`config.mk`:
```
export PLATFORM = sky130hd
export DESIGN_NAME = csa_mult_pipe
export DESIGN_NICKNAME = d
export VERILOG_FILES = /design/src/rtl/csa_mult_pipe.sv
export SDC_FILE = /design/constraint.sdc
export NUM_CORES = 1
export LEC_CHECK = 0
export ABC_AREA = 1
export ABC_CLOCK_PERIOD_IN_PS = 12080
export CAP_MARGIN = 10
export CORE_ASPECT_RATIO = 1.2
export CORE_MARGIN = 4
export CORE_UTILIZATION = 55
export DETAILED_ROUTE_END_ITERATION = 6
export DONT_BUFFER_PORTS = 1
export GPL_ROUTABILITY_DRIVEN = 0
export PLACE_DENSITY = 0.7
export SLEW_MARGIN = 30
export SYNTH_ARGS = -nofsm -noshare
export SYNTH_HDL_FRONTEND = slang
export SYNTH_SLANG_ARGS = --single-unit
```
`constraint.sdc`:
```
create_clock -name clk -period 12.08 [get_ports clk]
set_clock_uncertainty 0.2 [all_clocks]
set_input_delay 1.812 -clock clk [delete_from_list [all_inputs] [get_ports clk]]
set_output_delay 1.812 -clock clk [all_outputs]
set_load 0.02 [all_outputs]
```
`src/rtl/csa_mult_pipe.sv`:
```
// csa_mult_pipe -- pipelined carry-save array multiplier.
//
// Each operand pair is expanded into WIDTH partial-product rows. The rows are
// accumulated into a redundant (sum, carry) pair by 3:2 compressors. Every
// stage compresses WIDTH/STAGES rows. The last stage also compresses any
// remainder rows and then performs the single carry-propagate add that
// produces the registered product.
//
// Handshake: a transfer happens on a rising edge when valid and ready are both
// high on that side. The whole pipe advances only when the output register is
// empty or is being drained (adv = !out_valid || out_ready). Otherwise every
// stage holds. in_ready is adv, so an upstream offer is never lost or taken
// twice.
//
// Optional feature macro: CSA_MULT_SIGNED_EN
//   defined   : sign_mode = 1 multiplies two's-complement operands. The array
//               uses Baugh-Wooley sign correction for this.
//   undefined : sign_mode is ignored. Every operation is unsigned.
//
// Parameters
//   WIDTH      operand width in bits (4..64)
//   STAGES     number of pipeline register stages (1..WIDTH)
// Ports
//   clk        rising-edge clock
//   rst        asynchronous active-high reset
//   in_valid   operand pair offered
//   in_ready   operand pair accepted this cycle when in_valid is also high
//   a, b       multiplicand, multiplier
//   sign_mode  1 = two's complement, 0 = unsigned (captured with a/b)
//   out_valid  product present
//   out_ready  consumer takes the product this cycle
//   product    full 2*WIDTH-bit product, forced to 0 while out_valid is low
//   in_flight  operations accepted but not yet delivered (0..STAGES)
module csa_mult_pipe #(
    parameter int WIDTH  = 16,
    parameter int STAGES = 4
) (
    input  logic                         clk,
    input  logic                         rst,
    input  logic                         in_valid,
    output logic                         in_ready,
    input  logic [WIDTH-1:0]             a,
    input  logic [WIDTH-1:0]             b,
    input  logic                         sign_mode,
    output logic                         out_valid,
    input  logic                         out_ready,
    output logic [2*WIDTH-1:0]           product,
    output logic [$clog2(STAGES+1)-1:0]  in_flight
);

    localparam int P   = 2 * WIDTH;
    localparam int RPS = WIDTH / STAGES;   // rows per stage; the last stage also takes the remainder
    localparam int CW  = $clog2(STAGES + 1);

    // Stage registers. Index s holds the result of stage s. Only the valid
    // bits and the product register are reset.
    logic             v_r   [STAGES];
    logic [WIDTH-1:0] a_r   [STAGES];
    logic [WIDTH-1:0] b_r   [STAGES];
    logic [P-1:0]     sum_r [STAGES];
    logic [P-1:0]     car_r [STAGES];
    logic [P-1:0]     prod_r;
    logic [CW-1:0]    cnt_r;

    // Combinational stage outputs.
    logic [P-1:0]     nsum  [STAGES];
    logic [P-1:0]     ncar  [STAGES];

    logic [WIDTH-1:0] ca, cb;
    logic [P-1:0]     cs, cc, pp, tsum;
    logic             pbit;
    int               pi;

    logic adv, acc, dlv;

`ifdef CSA_MULT_SIGNED_EN
    // Baugh-Wooley: each cross term with exactly one sign bit is inverted.
    // Inverting x gives ~x - 1. Together, the 2*(WIDTH-1) "-1" terms come to
    // 2^WIDTH - 2^(2W-1). Modulo 2^(2W), that is 2^WIDTH + 2^(2W-1). The pair
    // is preloaded into the carry vector.
    localparam logic [P-1:0] BW_K = (P'(1) << WIDTH) | (P'(1) << (P - 1));
    logic sg_r [STAGES];
    logic csg;
`else
    logic unused_sign;
    assign unused_sign = sign_mode;
`endif

    assign out_valid = v_r[STAGES-1];
    assign adv       = !out_valid || out_ready;
    assign in_ready  = adv;
    assign acc       = in_valid && adv;
    assign dlv       = out_valid && out_ready;
    assign product   = out_valid ? prod_r : '0;
    assign in_flight = cnt_r;

    always_comb begin
        ca   = '0;
        cb   = '0;
        cs   = '0;
        cc   = '0;
        pp   = '0;
        tsum = '0;
        pbit = 1'b0;
        pi   = 0;
`ifdef CSA_MULT_SIGNED_EN
        csg  = 1'b0;
`endif
        for (int s = 0; s < STAGES; s++) begin
            pi = (s == 0) ? 0 : s - 1;
            if (s == 0) begin
                ca = a;
                cb = b;
                cs = '0;
                cc = '0;
`ifdef CSA_MULT_SIGNED_EN
                csg = sign_mode;
                if (sign_mode)
                    cc = BW_K;
`endif
            end else begin
                ca = a_r[pi];
                cb = b_r[pi];
                cs = sum_r[pi];
                cc = car_r[pi];
`ifdef CSA_MULT_SIGNED_EN
                csg = sg_r[pi];
`endif
            end
            for (int r = 0; r < WIDTH; r++) begin
                if (r >= s * RPS && (s == STAGES - 1 || r < (s + 1) * RPS)) begin
                    pp = '0;
                    for (int j = 0; j < WIDTH; j++) begin
                        pbit = ca[j] & cb[r];
`ifdef CSA_MULT_SIGNED_EN
                        if (csg && ((r == WIDTH - 1) != (j == WIDTH - 1)))
                            pbit = ~pbit;
`endif
                        pp[r + j] = pbit;
                    end
                    // 3:2 compression; carries out of bit P-1 are dropped (mod 2^P).
                    tsum = cs ^ cc ^ pp;
                    cc   = ((cs & cc) | (cs & pp) | (cc & pp)) << 1;
                    cs   = tsum;
                end
            end
            nsum[s] = cs;
            ncar[s] = cc;
        end
    end

    // Control state: valid bits, output register, occupancy count.
    always_ff @(posedge clk or posedge rst) begin
        if (rst) begin
            for (int s = 0; s < STAGES; s++)
                v_r[s] <= 1'b0;
            prod_r <= '0;
            cnt_r  <= '0;
        end else begin
            if (adv) begin
                v_r[0] <= in_valid;
                for (int s = 1; s < STAGES; s++)
                    v_r[s] <= v_r[s-1];
                prod_r <= nsum[STAGES-1] + ncar[STAGES-1];
            end
            if (acc && !dlv)
                cnt_r <= cnt_r + CW'(1);
            else if (!acc && dlv)
                cnt_r <= cnt_r - CW'(1);
        end
    end

    // Datapath registers. Their contents are qualified by the valid bits, so
    // they need no reset.
    always_ff @(posedge clk) begin
        if (adv) begin
            a_r[0] <= a;
            b_r[0] <= b;
`ifdef CSA_MULT_SIGNED_EN
            sg_r[0] <= sign_mode;
`endif
            for (int s = 1; s < STAGES; s++) begin
                a_r[s] <= a_r[s-1];
                b_r[s] <= b_r[s-1];
`ifdef CSA_MULT_SIGNED_EN
                sg_r[s] <= sg_r[s-1];
`endif
            end
            for (int s = 0; s < STAGES; s++) begin
                sum_r[s] <= nsum[s];
                car_r[s] <= ncar[s];
            end
        end
    end

endmodule

```
# Word-level counts from Yosys, hierarchy flattened
# Memories as Yosys holds them, arrays and structs flattened.
# Cells that the tools add are included.
word_totals:
  regBits: 39
  out_inout_bits: 37
  mem_count: 4
  in_bits: 37
  wordCells: 383
  ramBits: 380
memory_table:
  columns: ["memory", "depth", "width", "read_ports", "rd_clocked_by_memory_dff", "write_ports", "line_no", "rtl"]
  rows:
  - ["sum_r", 4, 32, 3, 0, 4, "60", "logic [P-1:0] sum_r [STAGES];"]
  - ["car_r", 4, 31, 3, 0, 4, "61", "logic [P-1:0] car_r [STAGES];"]
  - ["a_r", 4, 16, 3, 0, 4, "58", "logic [WIDTH-1:0] a_r [STAGES];"]
  - ["b_r", 4, 16, 3, 0, 4, "59", "logic [WIDTH-1:0] b_r [STAGES];"]
op_classes:
  bitwise: 356
  muxes: 5
  n_addsub: 3
  reduce_logical: 9
ops:
  columns: ["operator", "n"]
  rows:
  - ["$or A31 B31 Y31", 24]
  - ["$and A31 B31 Y31", 14]
  - ["$xor A32 B32 Y32", 12]
  - ["$and A1 B1 Y1", 256]
  - ["$and A31 B20 Y31", 2]
  - ["$and A31 B21 Y31", 2]
  - ["$and A31 B22 Y31", 2]
  - ["$and A31 B23 Y31", 2]
  - ["$and A31 B24 Y31", 2]
  - ["$and A31 B25 Y31", 2]
  - ["$and A31 B26 Y31", 2]
  - ["$and A31 B27 Y31", 2]
  - ["$and A31 B28 Y31", 2]
  - ["$and A31 B29 Y31", 2]
  - ["$and A31 B30 Y31", 2]
  - ["$and A18 B19 Y19", 2]
  - ["$or A19 B19 Y19", 2]
  - ["$and A17 B18 Y18", 2]
  - ["$or A18 B18 Y18", 2]
  - ["$add A32 B32 Y32", 1]
  - ["$mux W32", 1]
  - ["$xor A32 B20 Y32", 1]
  - ["$xor A32 B21 Y32", 1]
  - ["$xor A32 B22 Y32", 1]
  - ["25 further kinds", 32]

# Logic depth before layout (Yosys ltp)
# An unclocked memory read counts as a cell.
logic_depth:
  ltp_word: 15
  mapped_depth: 20
  mapped_depth_nobuf: 19

# Worst setup path after synthesis
# OpenSTA, ideal clock, no wires.
synth_path:
  path_type: "in2out"
  startpoint: "in out_ready"
  endpoint: "out in_ready"
  t_arrival_ps: 4250
  t_required_ps: 10068
  n_path_buf: 1
  setup_slack_ps: 5818
  cell_stages: 3
  cell_sequence: "nor2_2 -> inv_2 -> buf_2"
synth_between:
  elab_chain_len: 1
synth_rtl:
  columns: ["element", "line_no", "rtl"]
  rows:
  - ["start, declared", "46", "input logic out_ready,"]
  - ["$logic_or A1 B1 Y1", "90", "assign adv = !out_valid || out_ready;"]
  - ["end, declared", "41", "output logic in_ready,"]
# No other way between the ends.

# Final worst setup path
# Ends and elaborated chain as after synthesis.

==> impl_metrics.py <==
metrics = {
    "critical_path": {
        "cp-start-kind": "primary input",
        "arrival_ns": 2.71,
        "cpPeakStageDelay_ns": 0.41,
        "crit_fanout": 124,
        "cp.required_ns": 10.07,
        "crit_type": "primary input to output port",
        "critPathCaptureType": "output port",
        "path_cells": "nor2_4, buf_16, inv_8",
        "cpMaxStageDelayCell": "nor2_4",
    },
    "floorplanning": {
        "dieHeight_um": 189.5,
        "start_util_pct": 55.75,
        "rows": 66,
        "coreArea_um2": 27090,
        "ioPinCount": 74,
        "die-width_um": 159.3,
        "dieArea_um2": 30180,
    },
    "global_routing": {
        "grt_pass1_vias": 9219,
        "met1_usage_pct": 19.19,
        "grt_pass1_wl_mm": 40.94,
        "grtUsageMet2_pct": 29.76,
        "grtUsageTotal_pct": 15.84,
        "grt-ovfl-total": 0,
        "antenna_found_initial": 1,
        "grt_busiest_layer": "met2",
        "use_met3_pct": 2.678,
        "grt_max_degree": 125,
    },
    "routing": {
        "viasPerCell": 4.716,
        "wirelength_mm": 21.93,
        "vias": 8493,
        "drc_errors": 0,
        "ant_nets": 0,
        "dr.pass1.iters": 6,
        "wire_per_inst_um": 12.17,
        "drtIter0Drc": 326,
    },
    "clock_network": {
        "path_clk_slew_ns": 0.06,
        "cts_htree_levels": 1,
        "numCtsBuffers": 23,
        "postCtsSetupRepairBufs": 0,
        "cts.repair.resized": 0,
        "cts-root-buf": "clkbuf_16",
        "clk_latency_ns": 0.51,
        "clock_sinks": 225,
        "hold_buffers": 0,
        "tritoncts": "built",
        "cts_max_path_buffers": 3,
    },
    "layout": {
        "fill_cells": 2230,
        "fin_nets": 1725,
        "drive_gt1_share_pct": 3.356,
        "mostFrequentLayoutCell": "inv_1",
        "syn2layout_area_growth_pct": 6.596,
        "final_cell_mix": "inv_1 (439), nand2_1 (431), fa_1 (212), edfxtp_1 (186), dfrtp_1 (39)",
    },
    "sta": {
        "fin_ws_ns": 7.361,
        "drv_slew": 0,
        "fmax_mhz": 211.9,
        "fin_setup_tns_ns": 0,
        "hold_ws_ns": 0.2168,
        "setup_violations": 0,
        "finalCritPeriodShare_pct": 39.07,
        "hold_violations": 0,
        "period_minus_slack_ns": 4.719,
        "relSlewSlack_pct": 46.02,
        "tightest_slew_ns": 0.8098,
        "rsz0062_at_grt": "false",
    },
    "worst_hold_path": {
        "hp-class": "register to register",
    },
    "logic_synthesis": {
        "synth_cell_types": 30,
        "syn-instance-count": 1460,
        "yosysWarnings": 0,
        "synth.avg_cell_area_um2": 10.34,
        "ys_ff_latch": 225,
        "netlist_area_um2": 15100,
        "syn_nets": 1739,
        "yosysSeqAreaShare_pct": 43.45,
    },
    "placement": {
        "port_buffers": 0,
        "hpwl_mm": 17.27,
        "dp_worst_setup_slack_ns": 7.314,
    },
    "flow_run": {
        "drv_cap": 0,
    },
    "run_status": {
        "status": "finished, final reports clean",
    },
}
-- worst paths after layout --
check	startpoint	endpoint	slack [ns]	depth (start not counted)
setup reg to reg	b_r[2][12]$_DFFE_PN_	prod_r[28]$_DFFE_PP0N_	7.71	19
hold reg to reg	b_r[1][14]$_DFFE_PN_	b_r[2][14]$_DFFE_PN_	0.22	0
setup / recovery	out_ready	in_ready	7.36	3
hold / removal	b_r[1][14]$_DFFE_PN_	b_r[2][14]$_DFFE_PN_	0.22	0
min in group asynchronous	rst	prod_r[7]$_DFFE_PP0N_	1.11	2
max in group asynchronous	rst	prod_r[26]$_DFFE_PP0N_	10.23	2
-- metal layers --
metal / vias to the layer above / wire [µm] / part of all wire (%)
li1: 4174 / - / -
met1: 4174 / 9068 / 41
met2: 116 / 11580 / 53
met3: 29 / 934 / 4.3
met4: 0 / 345 / 1.6
met5: - / 0 / 0
-- cells in the mapped netlist (all sizes together) --
master  instances  area [µm²]
inv           441        1655
nand2         432        1624
fa            212        4244
edfxtp        186        5585
dfrtp          39       975.9
ha             30       375.4
clkbuf         27       101.4
nand3          18       95.09
nor2           18       80.08
buf            16       106.4
o21ai          14       73.82
a21oi          11       55.05
xor2            4       35.03
nand3b          2       15.01
nand4           2       12.51
or2             2       12.52
xnor2           2       17.52
a211oi          1       12.51
mux2            1       11.26
nor3            1       5.000
o22ai           1       6.260
-- per-stage QoR --
step,instance area [µm²],instances,util [%]
2_1_floorplan,15100,1460,-
3_3_place_gp,15350,1760,56.68
3_5_place_dp,15380,1761,56.78
4_1_cts,16090,1800,59.40
5_1_grt,16090,1800,59.41
6_report,16100,1801,59.42
-- state kept, by name, summed over array words and instances (netlist names) --
signal     flops
a_r           48
b_r           24
car_r         45
in_flight      3
out_valid      1
prod_r        32
sum_r         69
v_r            3
-- cell type report --
| type | count | area (µm²) | area share, % |
|---|---|---|---|
| timing repair buffer | 4 | 53.80 | 0.3343 |
| clock buffer | 27 | 590.6 | 3.669 |
| sequential | 225 | 6561 | 40.77 |
| clock inverter | 12 | 118.9 | 0.7385 |
| tap | 340 | 425.4 | 2.643 |
| antenna | 1 | 2.502 | 0.01555 |
| multi-input combinational | 751 | 6680 | 41.50 |
| inverter | 441 | 1663 | 10.33 |
-- worst max-delay path: cells and delay by family --
kind                   cells  cell delay, ns
buffers and inverters      2            0.47
and+or+nand+nor            1            0.41
-- logic make-up (layout without fill, tap and decap cells) --
kind of cell,after synthesis,count (layout),synth area share [%]
and+or+nand+nor,475,475,12.21
other,0,1,0
adders and majority gates,242,242,30.59
DFF,225,225,43.45
AOI/OAI and AO/OA,27,27,0.9778
xor gates and xnor gates,6,6,0.3480
buffers and inverters,484,484,12.34
muxes,1,1,0.07457
Power is left out: the tool's default activity adds up to more than one toggle a clock period on the data nets, which glitch-free logic cannot reach.
